`src/rtl/led_stretch_pkg.sv`:
```
// Shared types and helpers for the LED activity stretcher.
package led_stretch_pkg;

    // Per-channel stretcher state.
    typedef enum logic [1:0] {
        ST_IDLE = 2'd0,
        ST_ON   = 2'd1,
        ST_HOLD = 2'd2
    } chan_state_t;

    // Bits needed to hold values 0..n-1, never less than one bit.
    function automatic int unsigned clog2_min1(input int unsigned n);
        return (n <= 1) ? 1 : $clog2(n);
    endfunction

endpackage

```
`src/rtl/led_stretch_chan.sv`:
```
// One LED channel: two-flop resynchroniser, IDLE/ON/HOLD stretcher FSM,
// hold-tick counter and the channel's output flop.
module led_stretch_chan
    import led_stretch_pkg::*;
#(
    parameter int unsigned HOLD_TICKS = 50
) (
    input  logic clock,
    input  logic resn,
    input  logic led_in,
    input  logic tick,
    input  logic lamp_test,
    input  logic dim_gate,
    output logic led
);

    localparam int unsigned CW = clog2_min1(HOLD_TICKS + 1);

    logic        sync1;
    logic        s_in;
    chan_state_t state;
    chan_state_t state_next_c;
    logic [CW-1:0] cnt;
    logic [CW-1:0] cnt_next_c;

    // Next state and hold count; a fresh input level always wins over a tick.
    always_comb begin
        state_next_c = state;
        cnt_next_c   = cnt;
        case (state)
            ST_IDLE: begin
                if (s_in) state_next_c = ST_ON;
            end
            ST_ON: begin
                cnt_next_c = CW'(HOLD_TICKS);
                if (!s_in) state_next_c = (HOLD_TICKS == 0) ? ST_IDLE : ST_HOLD;
            end
            ST_HOLD: begin
                if (s_in) begin
                    state_next_c = ST_ON;
                end else if (tick) begin
                    if (cnt == CW'(1)) state_next_c = ST_IDLE;
                    else               cnt_next_c   = cnt - CW'(1);
                end
            end
            default: state_next_c = ST_IDLE;
        endcase
    end

    // Synchroniser, FSM state, counter and the LED drive flop.
    always_ff @(posedge clock) begin
        if (!resn) begin
            sync1 <= 1'b0;
            s_in  <= 1'b0;
            state <= ST_IDLE;
            cnt   <= '0;
            led   <= 1'b0;
        end else begin
            sync1 <= led_in;
            s_in  <= sync1;
            state <= state_next_c;
            cnt   <= cnt_next_c;
            led   <= lamp_test
                   | (state_next_c == ST_ON)
                   | ((state_next_c == ST_HOLD) & dim_gate);
        end
    end

endmodule

```
`src/rtl/led_stretch.sv`:
```
// LED activity stretcher: resynchronises cog_led into the clock domain and
// holds each LED lit for a minimum visible time after activity.
// Optional feature: define LED_STRETCH_PWM_EN to dim LEDs in HOLD to 25% duty.
module led_stretch
    import led_stretch_pkg::*;
#(
    parameter int unsigned WIDTH      = 8,
    parameter int unsigned TICK_DIV   = 160000,
    parameter int unsigned HOLD_TICKS = 50
) (
    input  logic             clock,
    input  logic             resn,
    input  logic [WIDTH-1:0] led_in,
    input  logic             lamp_test,
    output logic [WIDTH-1:0] led_out,
    output logic             tick
);

    localparam int unsigned PW = clog2_min1(TICK_DIV);

    logic [PW-1:0] prescaler;
    logic [PW-1:0] prescaler_next_c;
    logic          dim_gate_c;

    // Free-running prescaler wrapping at TICK_DIV-1.
    always_comb begin
        prescaler_next_c = (prescaler == PW'(TICK_DIV - 1)) ? '0 : prescaler + PW'(1);
    end

    // Prescaler register and tick strobe aligned with prescaler==TICK_DIV-1.
    always_ff @(posedge clock) begin
        if (!resn) begin
            prescaler <= '0;
            tick      <= 1'b0;
        end else begin
            prescaler <= prescaler_next_c;
            tick      <= (prescaler_next_c == PW'(TICK_DIV - 1));
        end
    end

`ifdef LED_STRETCH_PWM_EN
    // HOLD channels light only on prescaler phase 0 of each group of four.
    assign dim_gate_c = (2'(prescaler_next_c) == 2'd0);
`else
    assign dim_gate_c = 1'b1;
`endif

    for (genvar i = 0; i < WIDTH; i++) begin : g_chan
        led_stretch_chan #(
            .HOLD_TICKS(HOLD_TICKS)
        ) u_chan (
            .clock    (clock),
            .resn     (resn),
            .led_in   (led_in[i]),
            .tick     (tick),
            .lamp_test(lamp_test),
            .dim_gate (dim_gate_c),
            .led      (led_out[i])
        );
    end

endmodule

```
`config.mk`:
```
export PLATFORM = sky130hd
export DESIGN_NAME = led_stretch
export DESIGN_NICKNAME = d
export VERILOG_FILES = /design/src/rtl/led_stretch_pkg.sv /design/src/rtl/led_stretch_chan.sv /design/src/rtl/led_stretch.sv
export SDC_FILE = /design/constraint.sdc
export NUM_CORES = 1
export LEC_CHECK = 0
export ABC_AREA = 1
export CORE_MARGIN = 3
export CORE_UTILIZATION = 60
export DETAILED_ROUTE_END_ITERATION = 6
export PLACE_DENSITY = 0.76
export SLEW_MARGIN = 30
export SYNTH_ARGS = -nofsm -noshare
export SYNTH_HDL_FRONTEND = slang
export SYNTH_HIERARCHICAL = 1
export SYNTH_SLANG_ARGS = --single-unit
```
`constraint.sdc`:
```
create_clock -name clock -period 2.3 [get_ports clock]
set_clock_uncertainty 0.2 [all_clocks]
set_input_delay 0.46 -clock clock [delete_from_list [all_inputs] [get_ports clock]]
set_output_delay 0.46 -clock clock [all_outputs]
set_load 0.05 [all_outputs]
```
==> metrics.yaml, run 1 <==
run_status:
  status: "finished, final reports clean"
power:
  p_leak_uw: 0.00271
  combPwrFrac_pct: 8.6
  internal-power_uw: 2630
  finalPower_uw: 3470
  clkPwrFrac_pct: 35.7
  p_seq_share_pct: 55.7
  p_per_area_nw_per_um2: 567
  sw_frac_of_total_pct: 24.4
  ir_worst_vdd_v: 0.000351
  switching_power_uw: 847
timing:
  tightest_slew_ns: 0.498
  fin_setup_tns_ns: 0
  drv_slew: 0
  max_freq_ghz: 0.463
  relSlewSlack_pct: 66.7
  hold_viol: 0
  rsz0062_at_grt: "false"
  final-setup-viol-count: 0
  worst_slack_ns: 0.142
  finalCritPeriodShare_pct: 93.8
  period_needed_ns: 2.16
synthesis:
  synth_top_area_share_pct: 38.8
  ys_warn_count: 6
  netlist_instances: 800
  synth-async-reset-ratio_pct: 0
  synth_area_leaders: "dfxtp_1, nand2_1, inv_1"
  seq_area_frac_synth_pct: 38.8
  synthTopCellsByCount: "nand2_1, inv_1, dfxtp_1"
  synth_top_flop_cell: "dfxtp_1"
  yosysMostFrequentCell: "nand2_1"
  synth.distinct_cells: 28
  synth_top_area_cell: "dfxtp_1"
  avgSynthCellArea_um2: 6.90
  netlist_area_um2: 5520
  ys_ff_latch: 107
  synth_edf_count: 0
place:
  io_buffers: 19
  dpl_worst_slack_ns: 0.527
  dpl.hpwl_um: 8030
  post_dp_cell_area_um2: 5910
  gp_congestion: 0.875
cts:
  numCtsBuffers: 9
  cts_sinks: 107
  postCtsHoldBufs: 0
  cts.path.max_buffers: 2
  clkTransAtPathRegs_ns: 0.10
  cts_resized: 0
  insertion_delay_ns: 0.36
  cts_tree: "built"
  clockRootBuffer: "clkbuf_8"
  cts_htree_levels: 3
  postCtsSetupBuffers: 0
global_routing:
  grt_pass1_wl_um: 18800
  track_usage_pct: 21.9
  grt_max_degree: 49
  grt.overflow.total: 0
  grt_pass1_vias: 4585
  antenna_found_initial: 0
floorplanning:
  fp.dieW_um: 102
  die_h_um: 102
  rows: 34
  initial_core_util_pct: 62.4
  dieArea_um2: 10400
  coreArea_um2: 8850
  io_pins: 20
critical_path:
  cpPeakStageDelay_ns: 0.80
  critical_path.top_delay_family: "buffers and inverters"
  crit_arrival_ns: 1.50
  cp-end-kind: "output port"
  path_buf_inv: 1
  worst_ep_required_time_ns: 1.64
  critPathLaunchType: "register"
  crit_chain: "clkdlybuf4s50_1"
  path_class: "reg2out"
  reg2reg_depth: 11
  worstSetupPathDepth: 1
  path_max_fanout: 1
  cp_slowest_cell: "clkdlybuf4s50_1"
cells_and_area:
  fillers: 747
  drive_above_1_share_pct: 9.83
  area_delta_synth_final_pct: 10.9
  antenna_cells: 0
  finalInstanceArea_um2: 6120
  nets: 867
detailed_routing:
  viasPerCell: 5.19
  dr.pass1.iters: 5
  ant_nets: 0
  post-route-drc-count: 0
  wl_per_cell_um: 11.6
  initialDrtViolationCount: 242
  routed_wl_um: 11100
  via_count: 4938
hold_path:
  min_path_cells: 2
  hold_class: "reg2reg"
flow_run:
  cap_violations: 0
==> routing by layer <==
layer / up-vias / GRT usage [%] / routed length, um / part of all wire, %
li1: 2550 / - / - / -
met1: 2244 / 25.6 / 4980 / 45
met2: 126 / 38.8 / 5390 / 49
met3: 18 / 5.39 / 494 / 4.5
met4: 0 / 7.87 / 187 / 1.7
met5: - / 0 / 0 / 0
==> power by group through the flow <==
stage	clock network (uW)	registers [uW]	logic (uW)
6_report	1240	1930	298
5_1_grt	1350	1940	332
4_1_cts	1280	1930	298
3_5_place_dp	0	1980	296
3_3_place_gp	0	1970	286
2_1_floorplan	0	2010	168
==> path summary, 6_finish.rpt <==
path	startpoint	endpoint	slack (ns)
min reg2reg	g_chan[3].u_chan/sync1$_SDFF_PN0_	g_chan[3].u_chan/s_in$_SDFF_PN0_	0.22
max reg2reg	prescaler[0]$_SDFF_PN0_	tick$_SDFF_PN0_	0.48
min	g_chan[3].u_chan/sync1$_SDFF_PN0_	g_chan[3].u_chan/s_in$_SDFF_PN0_	0.22
max	g_chan[5].u_chan/led$_SDFF_PN0_	led_out[5]	0.14
==> cell type report <==
type | count | area, um^2 | area share, %
clock buffers | 10 | 128 | 2.08
clock inverters | 6 | 87.6 | 1.43
repair buffers | 22 | 230 | 3.76
inverters | 136 | 520 | 8.50
flip-flops and latches | 107 | 2140 | 35.0
multi-input cells | 563 | 2880 | 47.0
well taps | 108 | 135 | 2.21
==> sequential cells by signal, summed over array words and instances, names as in the netlist <==
signal,cells
tick,1
g_chan.u_chan/sync1,8
g_chan.u_chan/s_in,8
g_chan.u_chan/cnt,48
g_chan.u_chan/led,8
g_chan.u_chan/state,16
prescaler,18
==> logic make-up (layout without fill, tap and decap cells) <==
group           after synthesis  after routing  share of synthesized area (%)
simple gates                423            423                           35.2
buf+inv                     137            174                           9.50
flops                       107            107                           38.8
compound gates               94             94                           9.07
xor+xnor                     21             21                           3.47
fa+ha+maj                    17             17                           3.85
other cells                   1              8                         0.0679
==> metrics by stage <==
stage | util (%) | instances | hold WS, ns
2_1_floorplan | - | 807 | 0.190
3_5_place_dp | 66.8 | 936 | 0.202
6_report | 69.2 | 952 | 0.223
3_3_place_gp | 66.8 | 936 | 0.193
4_1_cts | 69.2 | 952 | 0.227
5_1_grt | 69.2 | 952 | 0.250
==> cells in the final DEF (no fill, tap or decap), drive strengths merged <==
master and n:
nand2 217, inv 128, nor2 119, dfxtp 107
a21oi 62, nand3 54, o21ai 32, xnor2 18
ha 17, clkdlybuf4s50 17, nand4 13, clkinv 12
clkbuf 10, or2 9, nand3b 8, conb 8
buf 5, xor2 3, nor3 2, bufinv 2
nor3b 1
Note: power is estimated with default switching activity, not from simulation.
==> run 2, diff against run 1 <==
--- a/config.mk
+++ b/config.mk
@@ -6,7 +6,7 @@
 export NUM_CORES = 1
 export LEC_CHECK = 0
 export ABC_AREA = 1
-export CORE_MARGIN = 3
+export CORE_MARGIN = 5
 export CORE_UTILIZATION = 60
 export DETAILED_ROUTE_END_ITERATION = 6
 export PLACE_DENSITY = 0.76
==> metrics.yaml, run 2 (synthesized netlist as in run 1, its figures left out) <==
run_status:
  status: "finished, final reports clean"
place:
  post_dp_cell_area_um2: 5940
  gp_congestion: 0.886
  io_buffers: 19
  dpl.hpwl_um: 8270
global_routing:
  grt_max_degree: 20
  grt_pass1_wl_um: 19500
  grt_pass1_vias: 4727
  antenna_found_initial: 0
  track_usage_pct: 20.6
  grt.overflow.total: 0
cells_and_area:
  fin_util_pct: 67.3
  mostFrequentLayoutCell: "nand2_1"
  area_delta_synth_final_pct: 11.1
  largest_reg_flops: 48
  largest-register: "g_chan.u_chan/cnt"
  fillers: 827
  top_regs: "g_chan.u_chan/cnt (48), prescaler (18), g_chan.u_chan/state (16)"
  antenna_cells: 0
  nets: 872
  layout_common_cells: "nand2_1, inv_1, dfxtp_1, nor2_1, a21oi_1"
  drive_above_1_share_pct: 10.2
  finalInstanceArea_um2: 6130
floorplanning:
  io_pins: 20
  dieArea_um2: 11200
  coreArea_um2: 9110
  fp.dieW_um: 106
  die_h_um: 106
  rows: 35
  initial_core_util_pct: 60.6
detailed_routing:
  via_count: 4867
  dr.pass1.iters: 4
  ant_nets: 0
  wl_per_cell_um: 11.3
  viasPerCell: 5.07
  routed_wl_um: 10800
  initialDrtViolationCount: 176
  post-route-drc-count: 0
cts:
  postCtsHoldBufs: 0
  clkTransAtPathRegs_ns: 0.10
  numCtsBuffers: 9
  clockRootBuffer: "clkbuf_8"
  cts_resized: 0
  cts_tree: "built"
  cts.path.max_buffers: 2
  cts_sinks: 107
  insertion_delay_ns: 0.36
  cts_htree_levels: 3
  postCtsSetupBuffers: 0
timing:
  relSlewSlack_pct: 56.7
  period_needed_ns: 2.15
  finalCritPeriodShare_pct: 93.5
  tightest_slew_ns: 0.648
  hold_viol: 0
  drv_slew: 0
  rsz0062_at_grt: "false"
  hold_ws_ns: 0.209
  fin_setup_tns_ns: 0
  max_freq_ghz: 0.465
  final-setup-viol-count: 0
critical_path:
  cp-end-kind: "output port"
  critPathLaunchType: "register"
  path_max_fanout: 14
  worst_ep_required_time_ns: 1.64
  crit_arrival_ns: 1.49
  path_class: "reg2out"
power:
  clkPwrFrac_pct: 33.7
  p_seq_share_pct: 57.3
  p_leak_uw: 0.00272
  switching_power_uw: 824
  p_per_area_nw_per_um2: 550
  ir_worst_vdd_v: 0.000377
  combPwrFrac_pct: 8.9
  sw_frac_of_total_pct: 24.4
  internal-power_uw: 2550
hold_path:
  hold_class: "reg2reg"
flow_run:
  cap_violations: 0
-- run 2: cell types whose count changed in the layout (fill, tap and decap cells not counted), sizes merged --
cell,change
clkbuf,+2
clkinv,-1
bufinv,-1
buf,+5
-- run 2: stage by stage --
stage / setup WS [ns] / power, uW / std cells
floorplan: 0.546 / 2180 / 807
global placement: 0.561 / 2270 / 944
detailed placement: 0.547 / 2280 / 944
CTS: 0.129 / 3420 / 960
global route: 0.104 / 3520 / 960
finish: 0.150 / 3370 / 960
-- run 2: power by group through the flow --
stage                     Combinational (uW)  Sequential [uW]  Clock (uW)
after floorplan                          168             2010           0
after global placement                   293             1970           0
after detailed placement                 301             1980           0
after CTS                                303             1930        1190
after global routing                     339             1940        1240
final                                    301             1930        1140
-- run 2: final cells by class --
| cell class | count | area, um^2 | area share, % |
|---|---|---|---|
| repair buffers | 27 | 255 | 4.16 |
| clock buffers | 12 | 145 | 2.37 |
| flip-flops and latches | 107 | 2140 | 34.9 |
| inverters | 136 | 520 | 8.49 |
| clock inverters | 4 | 48.8 | 0.796 |
| multi-input cells | 563 | 2880 | 47.0 |
| well taps | 111 | 139 | 2.27 |
-- run 2: routing by layer --
metal / vias to the layer above / track usage [%] / share of wire (%)
met1: 2211 / 24.2 / 46
met2: 71 / 37.0 / 48
met3: 25 / 3.58 / 3.0
met4: 0 / 8.33 / 2.8
met5: - / 0 / 0
li1: 2560 / - / -
-- run 2: critical path: stages (launching register included) --
cell and delay (ns):
dfxtp_1 0.75, buf_4 0.25, buf_12 0.13
-- run 2: path summary, 6_finish.rpt --
kind / startpoint / end / cells after the start / slack (ns)
max: tick$_SDFF_PN0_ / tick / 2 / 0.15
min: g_chan[6].u_chan/sync1$_SDFF_PN0_ / g_chan[6].u_chan/s_in$_SDFF_PN0_ / 2 / 0.21
max reg2reg: prescaler[0]$_SDFF_PN0_ / tick$_SDFF_PN0_ / 11 / 0.53
min reg2reg: g_chan[6].u_chan/sync1$_SDFF_PN0_ / g_chan[6].u_chan/s_in$_SDFF_PN0_ / 2 / 0.21
